## src/rtl/axi_ram_wr_queue_if.sv

```systemverilog
// AXI write slave front-end: AW command queue, burst engine that turns W beats into
// RAM write commands, and an in-order B response queue. Define AXI_RAM_WR_QUEUE_WRAP_EN for WRAP bursts.
module axi_ram_wr_queue_if #(
    parameter int DATA_WIDTH = 32,
    parameter int ADDR_WIDTH = 16,
    parameter int STRB_WIDTH = DATA_WIDTH / 8,
    parameter int ID_WIDTH   = 8,
    parameter int AW_DEPTH   = 4,
    parameter int B_DEPTH    = 4
) (
    input  logic                  clk,
    input  logic                  rst,
    input  logic [ID_WIDTH-1:0]   s_axi_awid,
    input  logic [ADDR_WIDTH-1:0] s_axi_awaddr,
    input  logic [7:0]            s_axi_awlen,
    input  logic [2:0]            s_axi_awsize,
    input  logic [1:0]            s_axi_awburst,
    input  logic                  s_axi_awvalid,
    output logic                  s_axi_awready,
    input  logic [DATA_WIDTH-1:0] s_axi_wdata,
    input  logic [STRB_WIDTH-1:0] s_axi_wstrb,
    input  logic                  s_axi_wlast,
    input  logic                  s_axi_wvalid,
    output logic                  s_axi_wready,
    output logic [ID_WIDTH-1:0]   s_axi_bid,
    output logic [1:0]            s_axi_bresp,
    output logic                  s_axi_bvalid,
    input  logic                  s_axi_bready,
    output logic [ID_WIDTH-1:0]   ram_wr_cmd_id,
    output logic [ADDR_WIDTH-1:0] ram_wr_cmd_addr,
    output logic [DATA_WIDTH-1:0] ram_wr_cmd_data,
    output logic [STRB_WIDTH-1:0] ram_wr_cmd_strb,
    output logic                  ram_wr_cmd_last,
    output logic                  ram_wr_cmd_en,
    input  logic                  ram_wr_cmd_ready,
    output logic                  engine_state
);
    localparam int AW_PW = $clog2(AW_DEPTH);
    localparam int B_PW  = $clog2(B_DEPTH);
    localparam logic [AW_PW:0] AW_FULL = (AW_PW+1)'(AW_DEPTH);
    localparam logic [AW_PW:0] AW_LAST = (AW_PW+1)'(AW_DEPTH - 1);
    localparam logic [B_PW:0]  B_FULL  = (B_PW+1)'(B_DEPTH);
    localparam logic [2:0]     SIZE_MAX = 3'($clog2(STRB_WIDTH));

    typedef enum logic {IDLE, BURST} state_t;
    state_t state;

    // wlast is intentionally ignored: beat count comes from awlen only.
    logic unused_wlast;
    assign unused_wlast = s_axi_wlast;

    // ---------------- AW command queue ----------------
    logic [ID_WIDTH-1:0]   aw_id_mem    [AW_DEPTH];
    logic [ADDR_WIDTH-1:0] aw_addr_mem  [AW_DEPTH];
    logic [7:0]            aw_len_mem   [AW_DEPTH];
    logic [2:0]            aw_size_mem  [AW_DEPTH];
    logic [1:0]            aw_burst_mem [AW_DEPTH];
    logic [AW_PW:0]        aw_wr_ptr, aw_rd_ptr, aw_count, aw_count_next;
    logic                  awready_q, aw_push, aw_pop, aw_nonempty;

    assign s_axi_awready = awready_q && !rst;
    assign aw_push       = s_axi_awvalid && s_axi_awready;
    assign aw_nonempty   = (aw_count != '0);
    assign aw_count_next = aw_count + (AW_PW+1)'(aw_push) - (AW_PW+1)'(aw_pop);

    always_ff @(posedge clk) begin
        if (rst) begin
            aw_wr_ptr <= '0;
            aw_rd_ptr <= '0;
            aw_count  <= '0;
            awready_q <= 1'b1;
        end else begin
            if (aw_push) aw_wr_ptr <= aw_wr_ptr + 1'b1;
            if (aw_pop)  aw_rd_ptr <= aw_rd_ptr + 1'b1;
            aw_count <= aw_count_next;
            // Filling the last slot closes awready even if the engine pops this cycle.
            awready_q <= (aw_count_next != AW_FULL) && !(aw_push && aw_count == AW_LAST);
        end
    end

    always_ff @(posedge clk) begin
        if (aw_push) begin
            aw_id_mem[aw_wr_ptr[AW_PW-1:0]]    <= s_axi_awid;
            aw_addr_mem[aw_wr_ptr[AW_PW-1:0]]  <= s_axi_awaddr;
            aw_len_mem[aw_wr_ptr[AW_PW-1:0]]   <= s_axi_awlen;
            aw_size_mem[aw_wr_ptr[AW_PW-1:0]]  <= s_axi_awsize;
            aw_burst_mem[aw_wr_ptr[AW_PW-1:0]] <= s_axi_awburst;
        end
    end

    logic [7:0] head_len;
    logic [2:0] head_size;
    logic [1:0] head_burst, load_burst;
    logic       load_err;
    assign head_len   = aw_len_mem[aw_rd_ptr[AW_PW-1:0]];
    assign head_burst = aw_burst_mem[aw_rd_ptr[AW_PW-1:0]];
    assign head_size  = (aw_size_mem[aw_rd_ptr[AW_PW-1:0]] > SIZE_MAX) ? SIZE_MAX
                                                                       : aw_size_mem[aw_rd_ptr[AW_PW-1:0]];
`ifdef AXI_RAM_WR_QUEUE_WRAP_EN
    assign load_burst = head_burst;
    assign load_err   = (head_burst == 2'b11) ||
                        (head_burst == 2'b10 && !(head_len == 8'd1 || head_len == 8'd3 ||
                                                  head_len == 8'd7 || head_len == 8'd15));
`else
    assign load_burst = (head_burst == 2'b10) ? 2'b01 : head_burst;
    assign load_err   = (head_burst == 2'b11);
`endif

    // ---------------- Burst engine ----------------
    logic [7:0]            cnt;
    logic [2:0]            size;
    logic [1:0]            burst;
    logic [ADDR_WIDTH-1:0] addr, addr_next, step, incr_addr;
    logic [ID_WIDTH-1:0]   id;
    logic                  err, in_burst, beat_final, beat_acc, b_full;

    assign in_burst   = (state == BURST) && !rst;
    assign beat_final = (cnt == 8'd0);
    assign s_axi_wready = in_burst && ram_wr_cmd_ready && (!beat_final || !b_full);
    assign beat_acc   = s_axi_wvalid && s_axi_wready;
    assign aw_pop     = !rst && aw_nonempty && ((state == IDLE) || (beat_acc && beat_final));

    // A final beat stalled on a full B queue re-presents the same write; repeating it is harmless.
    assign ram_wr_cmd_en   = in_burst && s_axi_wvalid && !err;
    assign ram_wr_cmd_id   = id;
    assign ram_wr_cmd_addr = addr;
    assign ram_wr_cmd_data = s_axi_wdata;
    assign ram_wr_cmd_strb = s_axi_wstrb;
    assign ram_wr_cmd_last = beat_final;
    assign engine_state    = (state == BURST);

    assign step      = ADDR_WIDTH'(1) << size;
    assign incr_addr = (addr & ~(step - 1'b1)) + step;

`ifdef AXI_RAM_WR_QUEUE_WRAP_EN
    logic [ADDR_WIDTH-1:0] wrap_mask;
    assign addr_next = (burst == 2'b00) ? addr :
                       (burst == 2'b10) ? ((addr & ~wrap_mask) | (incr_addr & wrap_mask)) : incr_addr;
    always_ff @(posedge clk) begin
        if (aw_pop) wrap_mask <= ((ADDR_WIDTH'(head_len) + 1'b1) << head_size) - 1'b1;
    end
`else
    assign addr_next = (burst == 2'b00) ? addr : incr_addr;
`endif

    always_ff @(posedge clk) begin
        if (rst)                        state <= IDLE;
        else if (aw_pop)                state <= BURST;
        else if (beat_acc && beat_final) state <= IDLE;
    end

    always_ff @(posedge clk) begin
        if (aw_pop) begin
            cnt   <= head_len;
            size  <= head_size;
            burst <= load_burst;
            addr  <= aw_addr_mem[aw_rd_ptr[AW_PW-1:0]];
            id    <= aw_id_mem[aw_rd_ptr[AW_PW-1:0]];
            err   <= load_err;
        end else if (beat_acc && !beat_final) begin
            cnt  <= cnt - 8'd1;
            addr <= addr_next;
        end
    end

    // ---------------- B response queue ----------------
    logic [ID_WIDTH-1:0] b_id_mem   [B_DEPTH];
    logic [1:0]          b_resp_mem [B_DEPTH];
    logic [B_PW:0]       b_wr_ptr, b_rd_ptr, b_count;
    logic                b_push, b_pop;

    assign b_full       = (b_count == B_FULL);
    assign b_push       = beat_acc && beat_final;
    assign s_axi_bvalid = (b_count != '0) && !rst;
    assign b_pop        = s_axi_bvalid && s_axi_bready;
    assign s_axi_bid    = b_id_mem[b_rd_ptr[B_PW-1:0]];
    assign s_axi_bresp  = b_resp_mem[b_rd_ptr[B_PW-1:0]];

    always_ff @(posedge clk) begin
        if (rst) begin
            b_wr_ptr <= '0;
            b_rd_ptr <= '0;
            b_count  <= '0;
        end else begin
            if (b_push) b_wr_ptr <= b_wr_ptr + 1'b1;
            if (b_pop)  b_rd_ptr <= b_rd_ptr + 1'b1;
            b_count <= b_count + (B_PW+1)'(b_push) - (B_PW+1)'(b_pop);
        end
    end

    always_ff @(posedge clk) begin
        if (b_push) begin
            b_id_mem[b_wr_ptr[B_PW-1:0]]   <= id;
            b_resp_mem[b_wr_ptr[B_PW-1:0]] <= err ? 2'b10 : 2'b00;
        end
    end
endmodule

```

## config.mk

```make
export PLATFORM = sky130hd
export DESIGN_NAME = axi_ram_wr_queue_if
export DESIGN_NICKNAME = d
export VERILOG_FILES = /design/src/rtl/axi_ram_wr_queue_if.sv
export SDC_FILE = /design/constraint.sdc
export NUM_CORES = 1
export LEC_CHECK = 0
export BUFFER_PORTS_ARGS = -buffer_cell sky130_fd_sc_hd__buf_2
export CORE_MARGIN = 4
export CORE_UTILIZATION = 40
export DETAILED_ROUTE_END_ITERATION = 16
export PLACE_DENSITY = 0.62
export SYNTH_ARGS = -nofsm -noshare
export SYNTH_HDL_FRONTEND = slang
export SYNTH_SLANG_ARGS = --single-unit
```

## constraint.sdc

```tcl
create_clock -name clk -period 4.4 [get_ports clk]
set_clock_uncertainty 0.05 [all_clocks]
set_input_delay 0.44 -clock clk [delete_from_list [all_inputs] [get_ports clk]]
set_output_delay 0.44 -clock clk [all_outputs]
set_load 0.02 [all_outputs]
```

==> reports/qor.yml <==
die:
  dieArea_um2: 28300
  fp.coreArea_um2: 25200
  fp-row-count: 58
  num_io_pins: 156
  initial_core_util: 0.408
  chipHeight_um: 168
  die_w_um: 168
clock_tree:
  clk_latency_ns: 0.51
  ctsResizeCount: 0
  cts_buffer_depth: 3
  postCtsHoldBufs: 0
  cts-root-buf: "clkbuf_16"
  numCtsBuffers: 25
  cts_tree: "done"
  path_clk_slew_ns: 0.06
  cts.sinks: 242
  cts-htree-levels: 1
  cts_setup_buffers: 0
run:
  cap_violations: 0
sta:
  slew_violations: 0
  finalHoldViolCount: 0
  final.period_utilization: 0.767
  worstMarginPinSlew_ns: 1.13
  holdWs_ns: 0.0891
  fmax_ghz: 0.296
  relSlewSlack: 0.238
  setup_viol: 0
  finalCriticalPeriod_ns: 3.37
  rsz0062_at_grt: "no"
  setup-tns-final_ns: 0
layout:
  syn_to_final_growth_pct: 13.0
  final_layout_size_suffix_gt1_frac: 0.256
  nets: 789
  final_cell_area_um2: 11600
  fill_cells: 2161
  layout.cells.non_filler: 1041
critical_path:
  worstPathBufferInverterCount: 6
  worst_path_most_repeated_cell: "inv_1"
  critPathRequiredTime_ns: 4.79
  cp-start-kind: "flop"
  worst-path-max-fanout: 9
  crit_chain: "inv_1 -> ha_1 -> nor3b_1 -> and3_1 -> buf_4 -> and2_1 -> inv_1 -> nand2_1 -> nand2_1 -> inv_1 -> ha_1 -> inv_1 -> ha_1 -> inv_1 -> fa_1 -> xnor2_1 -> nor2_1 -> a31oi_1"
  worstPathArrival_ns: 3.76
  cp_slowest_cell: "edfxtp_1"
  max_stage_delay_ns: 0.41
  worstSetupPathType: "flop to flop"
  end_kind: "flop"
  crit_family: "simple AND/OR/NAND/NOR gates"
outcome:
  status: "finished, final reports clean"
global_route:
  grt_first_pass_wirelength_mm: 29.9
  grt.total_usage: 0.133
  grt_pass1_vias: 5604
  overflow: 0
  antenna_found_initial: 6
  grt_max_degree: 45
synthesis:
  ys_ff_latch: 242
  synth_area_um2: 10300
  synth_edf_count: 222
  avgSynthCellArea_um2: 16.2
  synth_top_family_by_area: "multiplexers"
  synth_seq_area_share: 0.689
  synthesis.instances: 635
  ys_async_sr_fraction: 0
  synthMuxAreaShare: 0.101
  synth_flop_cell: "edfxtp_1"
  synthAdderAreaFrac: 0.0246
  synthSimpleGateAreaFrac: 0.0721
  synth_xor_xnor_area_share: 0.0248
  ys_types: 57
  synth-compound-area-share: 0.0434
  yosysWarnings: 0
place:
  dp_hpwl_mm: 12.5
  dp.cells: 993
  dpl_cell_area_um2: 10800
  gp_congestion: 0.753
  port_buffers: 81
routing:
  drc: 0
  routed_wl_mm: 18.9
  drt_iter0_markers: 358
  vias: 5326
  vias_per_cell: 5.12
  final_antenna_net_count: 0
  routedWlPerCell_um: 18.2
  first_pass_iters: 5
power_and_ir_drop:
  power_switching_share: 0.278
  irDropWorstVdd_mv: 0.312
  combPwrFrac: 0.203
  clock_power_share: 0.318
  p_switching_uw: 1830
  pwr-share-seq: 0.479
  power_density_nw_per_um2: 568
  leakagePower_uw: 0.00392
  intPower_uw: 4750
min_path:
  hold_class: "input port to flop"
-- logic make-up after synthesis --
family	after synthesis
AO/OA/AOI/OAI	68
XOR/XNOR	29
adder cells (fa/ha/maj)	19
buffers and inverters	82
flip-flops	242
multiplexers	48
other	1
AND/OR/NAND/NOR	146
-- through the flow --
step           setup slack [ns]   util  total power, uW
2_1_floorplan             0.834      -             4180
3_3_place_gp               1.14  0.427             4510
3_5_place_dp               1.02  0.427             4570
4_1_cts                    1.01  0.460             6660
5_1_grt                   0.778  0.460             6920
6_report                   1.03  0.460             6580
-- state kept, by name, summed over array words and instances, names as in the netlist, 2 cells and up, named ones only --
| register | count |
|---|---|
| aw_addr_mem | 64 |
| aw_burst_mem | 8 |
| aw_count | 3 |
| aw_id_mem | 32 |
| aw_len_mem | 32 |
| aw_rd_ptr | 2 |
| aw_size_mem | 12 |
| aw_wr_ptr | 2 |
| b_count | 3 |
| b_id_mem | 32 |
| b_rd_ptr | 2 |
| b_resp_mem | 4 |
| b_wr_ptr | 2 |
| burst | 2 |
| cnt | 8 |
| ram_wr_cmd_addr | 16 |
| ram_wr_cmd_id | 8 |
| size | 3 |
-- path summary, 6_finish.rpt --
| kind | start | to | slack [ns] | depth (start not counted) |
|---|---|---|---|---|
| hold reg to reg | b_wr_ptr[1]$_SDFFE_PP0P_ | b_wr_ptr[1]$_SDFFE_PP0P_ | 0.46 | 2 |
| setup / recovery | cnt[0]$_DFFE_PP_ | awready_q$_SDFF_PP1_ | 1.03 | 18 |
| setup reg to reg | cnt[0]$_DFFE_PP_ | awready_q$_SDFF_PP1_ | 1.03 | 18 |
| hold / removal | s_axi_awid[3] | aw_id_mem[0][3]$_DFFE_PP_ | 0.09 | 1 |
-- area by class of cell --
class / instances / area [um2] / share of cell area
inverters: 19 / 71.3 / 0.00615
clock buffers: 35 / 663 / 0.0572
flip-flops and latches: 242 / 7070 / 0.610
diodes: 3 / 7.51 / 0.000648
repair buffers: 90 / 473 / 0.0408
clock inverters: 10 / 159 / 0.0137
well taps: 330 / 413 / 0.0356
multi-input cells: 312 / 2740 / 0.236
-- Yosys cell counts (all sizes together) (2+ instances only) --
cell type,n,area share
nor4b,2,0.0017
mux2,2,0.0022
nor4,2,0.0012
and3,13,0.0079
nand4b,2,0.0017
and2,7,0.0044
nor3b,5,0.0037
o31ai,4,0.0029
or2,2,0.0012
o21ai,20,0.010
a31oi,5,0.0030
edfxtp,222,0.65
nor4bb,2,0.0020
buf,47,0.033
nand3,2,0.00098
clkbuf,16,0.0059
fa,2,0.0039
nand3b,4,0.0029
nor2,42,0.015
xnor2,15,0.013
nor3,5,0.0024
a211oi,2,0.0020
xor2,14,0.012
mux4,44,0.097
mux2i,2,0.0020
a211o,3,0.0026
nand2b,5,0.0030
nand2,41,0.015
inv,18,0.0066
nor2b,6,0.0037
o211ai,3,0.0022
nand4,2,0.0012
o311ai,2,0.0017
dfxtp,20,0.039
a21oi,21,0.011
ha,17,0.021
-- cell usage in the layout (no fill, tap or decap), types with 3 or more instances in the layout --
| cell type | n |
|---|---|
| nand3b_1 | 4 |
| mux4_2 | 44 |
| bufinv_16 | 4 |
| dfxtp_1 | 19 |
| and3_1 | 13 |
| clkbuf_16 | 25 |
| nor3b_1 | 5 |
| and2_1 | 6 |
| nor2b_1 | 6 |
| a21oi_1 | 20 |
| o211ai_1 | 3 |
| o21ai_0 | 19 |
| inv_1 | 18 |
| buf_4 | 9 |
| a31oi_1 | 5 |
| clkinv_1 | 3 |
| nor2_1 | 42 |
| nand2b_1 | 5 |
| ha_1 | 17 |
| nand2_1 | 41 |
| buf_2 | 81 |
| xnor2_1 | 15 |
| diode_2 | 3 |
| xor2_1 | 14 |
| o31ai_1 | 3 |
| edfxtp_1 | 222 |
| a211o_1 | 3 |
| clkbuf_1 | 10 |
| nor3_1 | 5 |
-- per-layer routing --
layer	vias up	global-route usage	share of wire
met5	-	0	0.0018
li1	2493	-	-
met2	118	0.229	0.50
met3	53	0.0286	0.056
met1	2656	0.167	0.42
met4	6	0.0473	0.025
-- power by group through the flow --
stage               Sequential (uW)  Combinational, uW  Clock (uW)
CTS                            3170               1360        2140
detailed placement             3210               1350           0
global route                   3210               1470        2230
global placement               3190               1310           0
finish                         3150               1340        2090
floorplan                      3120               1060           0
Note: power is estimated with default switching activity, not from simulation.
